`config.mk`:
```
export PLATFORM = sky130hd
export DESIGN_NAME = wb_data_port_arbiter
export DESIGN_NICKNAME = d
export VERILOG_FILES = /design/src/rtl/wb_data_port_arbiter.sv
export SDC_FILE = /design/constraint.sdc
export NUM_CORES = 1
export LEC_CHECK = 0
export CAP_MARGIN = 30
export CELL_PAD_IN_SITES_DETAIL_PLACEMENT = 1
export CELL_PAD_IN_SITES_GLOBAL_PLACEMENT = 1
export CORE_AREA = 4 4 117 163
export CTS_CLUSTER_DIAMETER = 30
export DETAILED_ROUTE_END_ITERATION = 8
export DIE_AREA = 0 0 121 167
export HOLD_SLACK_MARGIN = 0.05
export PLACE_DENSITY = 0.76
export SLEW_MARGIN = 25
export SYNTH_ARGS = -nofsm -noshare
export SYNTH_HDL_FRONTEND = slang
export SYNTH_SLANG_ARGS = --single-unit
```
`constraint.sdc`:
```
create_clock -name clk -period 2.5 [get_ports clk]
set_input_delay 0.5 -clock clk [delete_from_list [all_inputs] [get_ports clk]]
set_output_delay 0.5 -clock clk [all_outputs]
set_load 0.03 [all_outputs]
```
`src/rtl/wb_data_port_arbiter.sv`:
```
// Two-master / one-slave pipelined Wishbone arbiter for the data memory path.
// Master 0 is the core data adapter, master 1 the loader/DMA. Round-robin
// between the masters, with a per-grant burst limit and a cap on requests
// that have been accepted but not yet acknowledged.
// Optional build macro WB_ARB_TIMEOUT_EN adds a response watchdog and timeout_o.
module wb_data_port_arbiter #(
    parameter int MAX_OUTSTANDING = 4,
    parameter int MAX_BURST       = 16,
    parameter int TIMEOUT_CYCLES  = 256
) (
    input  logic        clk,
    input  logic        rst_n,
    input  logic        m0_wb_cyc_i,
    input  logic        m0_wb_stb_i,
    input  logic        m0_wb_we_i,
    input  logic [31:0] m0_wb_adr_i,
    input  logic [31:0] m0_wb_dat_i,
    input  logic [3:0]  m0_wb_sel_i,
    output logic        m0_wb_stall_o,
    output logic        m0_wb_ack_o,
    output logic        m0_wb_err_o,
    output logic [31:0] m0_wb_dat_o,
    input  logic        m1_wb_cyc_i,
    input  logic        m1_wb_stb_i,
    input  logic        m1_wb_we_i,
    input  logic [31:0] m1_wb_adr_i,
    input  logic [31:0] m1_wb_dat_i,
    input  logic [3:0]  m1_wb_sel_i,
    output logic        m1_wb_stall_o,
    output logic        m1_wb_ack_o,
    output logic        m1_wb_err_o,
    output logic [31:0] m1_wb_dat_o,
    output logic        s_wb_cyc_o,
    output logic        s_wb_stb_o,
    output logic        s_wb_we_o,
    output logic [31:0] s_wb_adr_o,
    output logic [31:0] s_wb_dat_o,
    output logic [3:0]  s_wb_sel_o,
    input  logic        s_wb_stall_i,
    input  logic        s_wb_ack_i,
    input  logic        s_wb_err_i,
    input  logic [31:0] s_wb_dat_i,
`ifdef WB_ARB_TIMEOUT_EN
    output logic        timeout_o,
`endif
    output logic [1:0]  grant_o
);

    localparam int CW = $clog2(MAX_OUTSTANDING + 1);
    localparam int BW = (MAX_BURST > 0) ? $clog2(MAX_BURST + 1) : 1;
    localparam logic [CW-1:0] OUT_MAX   = CW'(MAX_OUTSTANDING);
    localparam logic [BW-1:0] BURST_MAX = BW'(MAX_BURST);

    typedef enum logic [1:0] {IDLE, GNT0, GNT1} state_t;

    state_t        r_state, w_nxt_state;
    logic          r_last;
    logic [CW-1:0] r_out;
    logic [BW-1:0] r_burst;

    logic w_act, w_own1, w_cyc, w_stb, w_oth_cyc;
    logic w_yield, w_hold, w_pend, w_accept;
    logic w_ack, w_err, w_resp, w_to, w_release;

    // Owner-side request view; the mux select is the registered state only,
    // so nothing here depends on s_wb_stall_i.
    assign w_act     = (r_state != IDLE);
    assign w_own1    = (r_state == GNT1);
    assign w_cyc     = w_own1 ? m1_wb_cyc_i : m0_wb_cyc_i;
    assign w_stb     = w_own1 ? m1_wb_stb_i : m0_wb_stb_i;
    assign w_oth_cyc = w_own1 ? m0_wb_cyc_i : m1_wb_cyc_i;

    // Yield only matters once the burst budget is spent and someone is waiting.
    assign w_yield  = (MAX_BURST != 0) && (r_burst >= BURST_MAX) && w_oth_cyc;
    assign w_hold   = (r_out == OUT_MAX) || w_yield;
    assign w_pend   = (r_out != '0);

    assign s_wb_cyc_o = w_act & w_cyc;
    assign s_wb_stb_o = w_act & w_cyc & w_stb & ~w_hold;
    assign s_wb_we_o  = w_act & (w_own1 ? m1_wb_we_i : m0_wb_we_i);
    assign s_wb_adr_o = !w_act ? '0 : (w_own1 ? m1_wb_adr_i : m0_wb_adr_i);
    assign s_wb_dat_o = !w_act ? '0 : (w_own1 ? m1_wb_dat_i : m0_wb_dat_i);
    assign s_wb_sel_o = !w_act ? '0 : (w_own1 ? m1_wb_sel_i : m0_wb_sel_i);

    assign w_accept = s_wb_stb_o & ~s_wb_stall_i;
    // Responses with nothing in flight (spurious, or after an abort) are dropped.
    assign w_ack    = w_act & s_wb_ack_i & w_pend;
    assign w_err    = w_act & s_wb_err_i & w_pend;
    assign w_resp   = w_ack | w_err;

`ifdef WB_ARB_TIMEOUT_EN
    localparam int TW = $clog2(TIMEOUT_CYCLES + 1);
    localparam logic [TW-1:0] TO_LAST = TW'(TIMEOUT_CYCLES - 1);
    logic [TW-1:0] r_to_cnt;

    // Watchdog: counts response-free cycles while requests are in flight.
    always_ff @(posedge clk or negedge rst_n) begin
        if (!rst_n)                          r_to_cnt <= '0;
        else if (!w_pend || w_resp || w_release) r_to_cnt <= '0;
        else                                 r_to_cnt <= r_to_cnt + TW'(1);
    end

    assign w_to      = w_act & w_pend & ~w_resp & (r_to_cnt == TO_LAST);
    assign timeout_o = w_to;
`else
    // No watchdog in this build: a hung slave keeps the grant indefinitely.
    assign w_to = (TIMEOUT_CYCLES < 0);
`endif

    // Abort (cyc dropped), burst yield once drained, or watchdog expiry.
    assign w_release = w_act & (~w_cyc | (w_yield & ~w_pend) | w_to);

    assign m0_wb_stall_o = (r_state != GNT0) | s_wb_stall_i | w_hold;
    assign m1_wb_stall_o = (r_state != GNT1) | s_wb_stall_i | w_hold;
    assign m0_wb_ack_o   = (r_state == GNT0) & w_ack;
    assign m1_wb_ack_o   = w_own1 & w_ack;
    assign m0_wb_err_o   = (r_state == GNT0) & (w_err | w_to);
    assign m1_wb_err_o   = w_own1 & (w_err | w_to);
    assign m0_wb_dat_o   = (r_state == GNT0) ? s_wb_dat_i : '0;
    assign m1_wb_dat_o   = w_own1 ? s_wb_dat_i : '0;
    assign grant_o       = {w_own1, r_state == GNT0};

    // Next-state: round-robin tie break in IDLE, direct hand-over on release.
    always_comb begin
        w_nxt_state = r_state;
        case (r_state)
            IDLE: begin
                if (m0_wb_cyc_i && m1_wb_cyc_i) w_nxt_state = r_last ? GNT0 : GNT1;
                else if (m0_wb_cyc_i)           w_nxt_state = GNT0;
                else if (m1_wb_cyc_i)           w_nxt_state = GNT1;
            end
            GNT0, GNT1: begin
                if (w_release)
                    w_nxt_state = !w_oth_cyc ? IDLE : (w_own1 ? GNT0 : GNT1);
            end
            default: w_nxt_state = IDLE;
        endcase
    end

    // State register and the master that held the last grant.
    always_ff @(posedge clk or negedge rst_n) begin
        if (!rst_n) begin
            r_state <= IDLE;
            r_last  <= 1'b1;
        end else begin
            r_state <= w_nxt_state;
            if (w_release) r_last <= w_own1;
        end
    end

    // In-flight request count; an abort forgets anything still pending.
    always_ff @(posedge clk or negedge rst_n) begin
        if (!rst_n)                    r_out <= '0;
        else if (!w_act || w_release)  r_out <= '0;
        else if (w_accept && !w_resp)  r_out <= r_out + CW'(1);
        else if (!w_accept && w_resp)  r_out <= r_out - CW'(1);
    end

    // Accepts during the current grant, saturating at the burst limit.
    always_ff @(posedge clk or negedge rst_n) begin
        if (!rst_n)                                r_burst <= '0;
        else if (!w_act || w_release)              r_burst <= '0;
        else if (w_accept && (r_burst < BURST_MAX)) r_burst <= r_burst + BW'(1);
    end

endmodule

```
## Word level (Yosys, flattened, before mapping)

Cells that the tools add are included.

- Output and inout port bits: 143
- Logic and storage cells: 83
- Input port bits: 179
- Register bits after elaboration: 11

- Multiplexer cells: 25
- $add $sub $neg: 3
- Bitwise operators: 25
- $lt $le $gt $ge: 2
- Reductions and logical operators: 17
- Eq/ne operators: 7

Operators with widths:

| operator | number |
|---|---|
| $mux W32 | 6 |
| $and A1 B1 Y1 | 15 |
| $mux W2 | 7 |
| $mux W5 | 2 |
| $mux W3 | 3 |
| $mux W4 | 2 |
| $or A1 B1 Y1 | 6 |
| $reduce_bool A3 Y1 | 2 |
| $add A5 B1 Y5 const B | 1 |
| $ge A5 B5 Y1 const B | 1 |
| $logic_and A1 B1 Y1 | 5 |
| $lt A5 B5 Y1 const B | 1 |
| $mux W1 | 4 |
| $ne A2 B2 Y1 const B | 2 |
| $ne A4 B4 Y1 const B | 1 |
| $not A1 Y1 | 4 |
| $pmux W2 S2 | 1 |
| $reduce_bool A2 Y1 | 2 |
| $add A3 B1 Y3 const B | 1 |
| $eq A3 B3 Y1 const B | 1 |
| $logic_not A1 Y1 | 3 |
| $sub A3 B1 Y3 const B | 1 |
| $eq A2 B1 Y1 const B | 1 |
| $eq A2 B2 Y1 const B | 1 |
| 5 further kinds | 6 |

## Logic depth before layout (Yosys ltp)

- Word-level depth: 12
- Gate-level depth with buffers: 10

## Worst setup path before layout

No wires, ideal clock.

- Path kind: register -> register
- Start point: reg r_state[0]
- End point: reg r_out[2]
- Period minus slack after synthesis: 2702 ps
- Data arrival time: 2636 ps
- Cell stages (with the launch flop): 11
- Setup slack: -202 ps
- Path through: dfrtp_1 inv_1 ha_1 mux2i_1 or3_1 buf_2 nor3_1 fa_1 or4_4 a211o_1 nand2_1

- Cells in the longest elaborated chain, start to end: 10
- Elaborated cells on any way between the ends: 30

RTL lines:

| what | line | RTL |
|---|---|---|
| start, declared | 56 | `state_t r_state, w_nxt_state;` |
| start signal, assigned | 146 | `r_state <= w_nxt_state;` |
| parallel branches: the longest is 10 deep, another holds $mux W3 | n/a |  |
| end signal, assigned | 155 | `else if (w_accept && !w_resp) r_out <= r_out + CW'(1);` |
| end signal, assigned | 156 | `else if (!w_accept && w_resp) r_out <= r_out - CW'(1);` |
| end, declared | 58 | `logic [CW-1:0] r_out;` |

Parallel ways; which one is timed is not known.
A chain may end at the register's enable or synchronous reset.

## Worst setup path after layout

- Start point: reg r_state[0]
- End point: out s_wb_stb_o

- Cells in the longest elaborated chain, start to end: 6
- Elaborated cells on any way between the ends: 11

RTL lines:

| what | line | RTL |
|---|---|---|
| parallel branches: the longest is 5 deep, another holds $eq A2 B2 Y1 | n/a |  |
| $and A1 B1 Y1 * | 79 | `assign s_wb_stb_o = w_act & w_cyc & w_stb & ~w_hold;` |
| end, declared | 34 | `output logic s_wb_stb_o,` |

Every way passes the cells marked *.

==> results.py <==
metrics = {
    "run_status": {
        "status": "finished, final reports clean",
    },
    "cts": {
        "numCtsBuffers": 3,
        "cts_root_buf": "clkbuf_16",
        "cts-htree-levels": 1,
        "clk_latency_ps": 240,
        "cts_sinks": 11,
        "clockBufferDepth": 2,
        "clk_pin_slew_worst_paths_ps": 40,
        "cts_tree": "built",
    },
    "critical_path": {
        "cpMaxStageDelayCell": "or3_4",
        "critical_path_arrival_ps": 1960,
        "cp.required_ps": 2000,
        "path_cells": "inv_4 > buf_4 > ha_2 > or3_4 > buf_6 > a221oi_4 > buf_6",
        "critical_path.startpoint_type": "register",
        "end_kind": "primary output",
        "regToRegSetupSlack_ps": 50,
        "cpPeakStageDelay_ps": 400,
        "r2r_cells": 8,
        "worstSetupPathType": "reg2out",
        "cpMostUsedCell": "buf_6",
        "worstReg2RegStart": "r_state[0]$_DFFE_PN0P_",
        "cp_max_fo": 7,
        "reg2reg_to": "r_out[1]$_DFFE_PN0P_",
    },
    "die": {
        "ios": 322,
        "core_area_mm2": 0.0175,
        "die_w_um": 121,
        "initial_core_util_pct": 12.9,
        "dieArea_mm2": 0.0202,
        "num_rows": 57,
        "die_y_um": 167,
    },
    "yosys": {
        "yosys-top-cells-area": "mux2i_1 33%, and2_1 18%, nor2_1 13%",
        "synth_nets": 503,
        "syn_inst": 317,
        "syn-cell-area_mm2": 0.00225,
        "synth_top_cell_by_area": "mux2i_1",
        "ys_ff_latch": 11,
        "avgSynthCellArea_um2": 7.09,
        "synth_cell_types": 36,
        "synth_top_area_share_pct": 33.0,
        "ys_seq_area_share_pct": 12.3,
        "yosysWarnings": 0,
    },
    "timing": {
        "worst_slew_pin_slew_ps": 506,
        "setup_viol": 0,
        "skew_ps": 1.49,
        "max_freq_ghz": 0.407,
        "setup_ws_ps": 44.1,
        "slew_violations": 0,
        "grt_setup_unrepaired": "true",
        "final-hold-violation-count": 0,
        "post-route-period-util_pct": 98.2,
        "maxSlewHeadroom_pct": 66.2,
        "finalSetupTns_ps": 0,
        "layout_min_cycle_time_ps": 2460,
    },
    "min_path": {
        "hold_path.class": "reg2reg",
        "hold_path_end": "r_burst[2]$_DFFE_PN0P_",
        "hold_depth": 1,
        "min-delay-start": "r_burst[2]$_DFFE_PN0P_",
    },
    "detailed_routing": {
        "wl_per_cell_um": 15.0,
        "drtIter0Drc": 61,
        "drcViolationCount": 0,
        "viasPerCell": 4.07,
        "ant_nets": 0,
        "totalWireLength_mm": 13.2,
        "drt_first_pass_iters": 4,
        "vias": 3572,
    },
    "finish": {
        "diodes": 0,
        "num-fill-cells": 2135,
        "final_cell_mix": "176 x clkdlybuf4s50_1, 124 x buf_4, 80 x nor2_1, 73 x mux2i_1, 65 x and2_1",
        "final_common_cell": "clkdlybuf4s50_1",
        "drive_gt1_share_pct": 24.5,
        "num-nets-final": 829,
        "stdcell_area_mm2": 0.00575,
        "area_delta_synth_final_pct": 156,
    },
    "placement": {
        "dp_slack_ps": -309,
        "place_area_mm2": 0.00563,
        "routabilityCongestion": 0.785,
        "portBuffers": 321,
        "dp_hpwl_mm": 11.4,
    },
    "grt": {
        "grt_pass1_vias": 3840,
        "grt_pass1_wl_mm": 19.4,
        "grt_use_total_pct": 11.8,
        "grt_antenna_before_repair": 0,
        "grt_overflow": 0,
        "grt_max_degree": 52,
    },
    "job": {
        "maxCapViolCount": 0,
    },
    "power": {
        "power_density_mw_per_mm2": 1020,
        "p_leak_nw": 2.69,
        "ir_drop_mv": 0.393,
    },
}
## what timing repair did
| item | CTS | global route |
|---|---|---|
| hold buffers | 0 | 0 |
| setup endpoints to repair | 106 | 24 |
| buffers inserted | 0 | 2 |
| resized for setup | 49 | 11 |
| pin swaps | 0 | 1 |
## final cells by class
cell class              instances  area [um^2]  area share, %
well taps                     236          295           5.14
repair buffers                346         3130           54.5
clock buffers                   4         78.8           1.37
flip-flops and latches         11          278           4.83
multi-input cells             277         1940           33.8
inverters                       4         17.5          0.305
## state kept, by name (all words and copies together), names as in the netlist
name and count:
r_out 3, r_state 2, r_last 1, r_burst 5
## logic make-up after synthesis
group	after synthesis	synth area share, %
buffers and inverters	29	5.07
adders and majority gates	7	4.23
xor gates and xnor gates	1	0.390
AOI/OAI and AO/OA	15	4.68
DFF	11	12.3
and+or+nand+nor	177	38.9
muxes	77	34.5
## critical path, delay by kind of cell, from the launching register on
kind                       cells  cell delay (ps)
buffers and inverters          4              520
and+or+nand+nor                1              400
DFF                            1              380
AOI/OAI and AO/OA              1              220
adders and majority gates      1              200
## per-layer routing
metal / track usage [%] / part of all wire [%] / vias to the layer above
li1: - / - / 1710
met1: 11.0 / 32 / 1621
met2: 24.4 / 55 / 231
met3: 3.80 / 12 / 10
met4: 1.82 / 1.3 / 0
met5: 0 / 0 / -
## cells in the mapped netlist (all sizes together)
cell type and count:
dfrtp 10, o21ai 4, a21oi 2, o211ai 1, a31oi 1, a221oi 2, nand2 13, nor3 5
nand3b 1, nor2 80, mux2 3, a22o 1, and3 4, a211o 1, inv 4, mux2i 74
a221o 1, fa 1, or3 2, and2 65, buf 8, dfstp 1, or4 1, ha 6
o21a 1, nand3 2, xnor2 1, nor4 1, a41oi 1, clkbuf 17, nand4 1, nor3b 1
nand2b 1
## through the flow
step,power [mW],instances,util [%],hold WS (ps)
3_5_place_dp,5.67,872,32.2,518
4_1_cts,5.89,876,32.6,527
6_report,5.84,878,32.9,517
5_1_grt,6.22,878,32.9,549
2_1_floorplan,3.54,317,-,204
3_3_place_gp,5.63,872,32.2,502
## power breakdown
group          internal (mW)  switching [mW]
Combinational           2.10            3.19
Sequential             0.220          0.0380
Clock                  0.214          0.0735
Total                   2.53            3.30
## how the worst max path moves through the flow
stage                                      start  cells past startpoint                    to
after floorplan           r_state[0]$_DFFE_PN0P_                      9  r_out[2]$_DFFE_PN0P_
after global placement               m1_wb_cyc_i                      5         m1_wb_stall_o
after detailed placement             m1_wb_cyc_i                      5         m1_wb_stall_o
after CTS                 r_state[0]$_DFFE_PN0P_                      7            s_wb_stb_o
after global routing      r_state[0]$_DFFE_PN0P_                      8  r_out[1]$_DFFE_PN0P_
final                     r_state[0]$_DFFE_PN0P_                      7            s_wb_stb_o
Power figures use the tool's default switching activity.
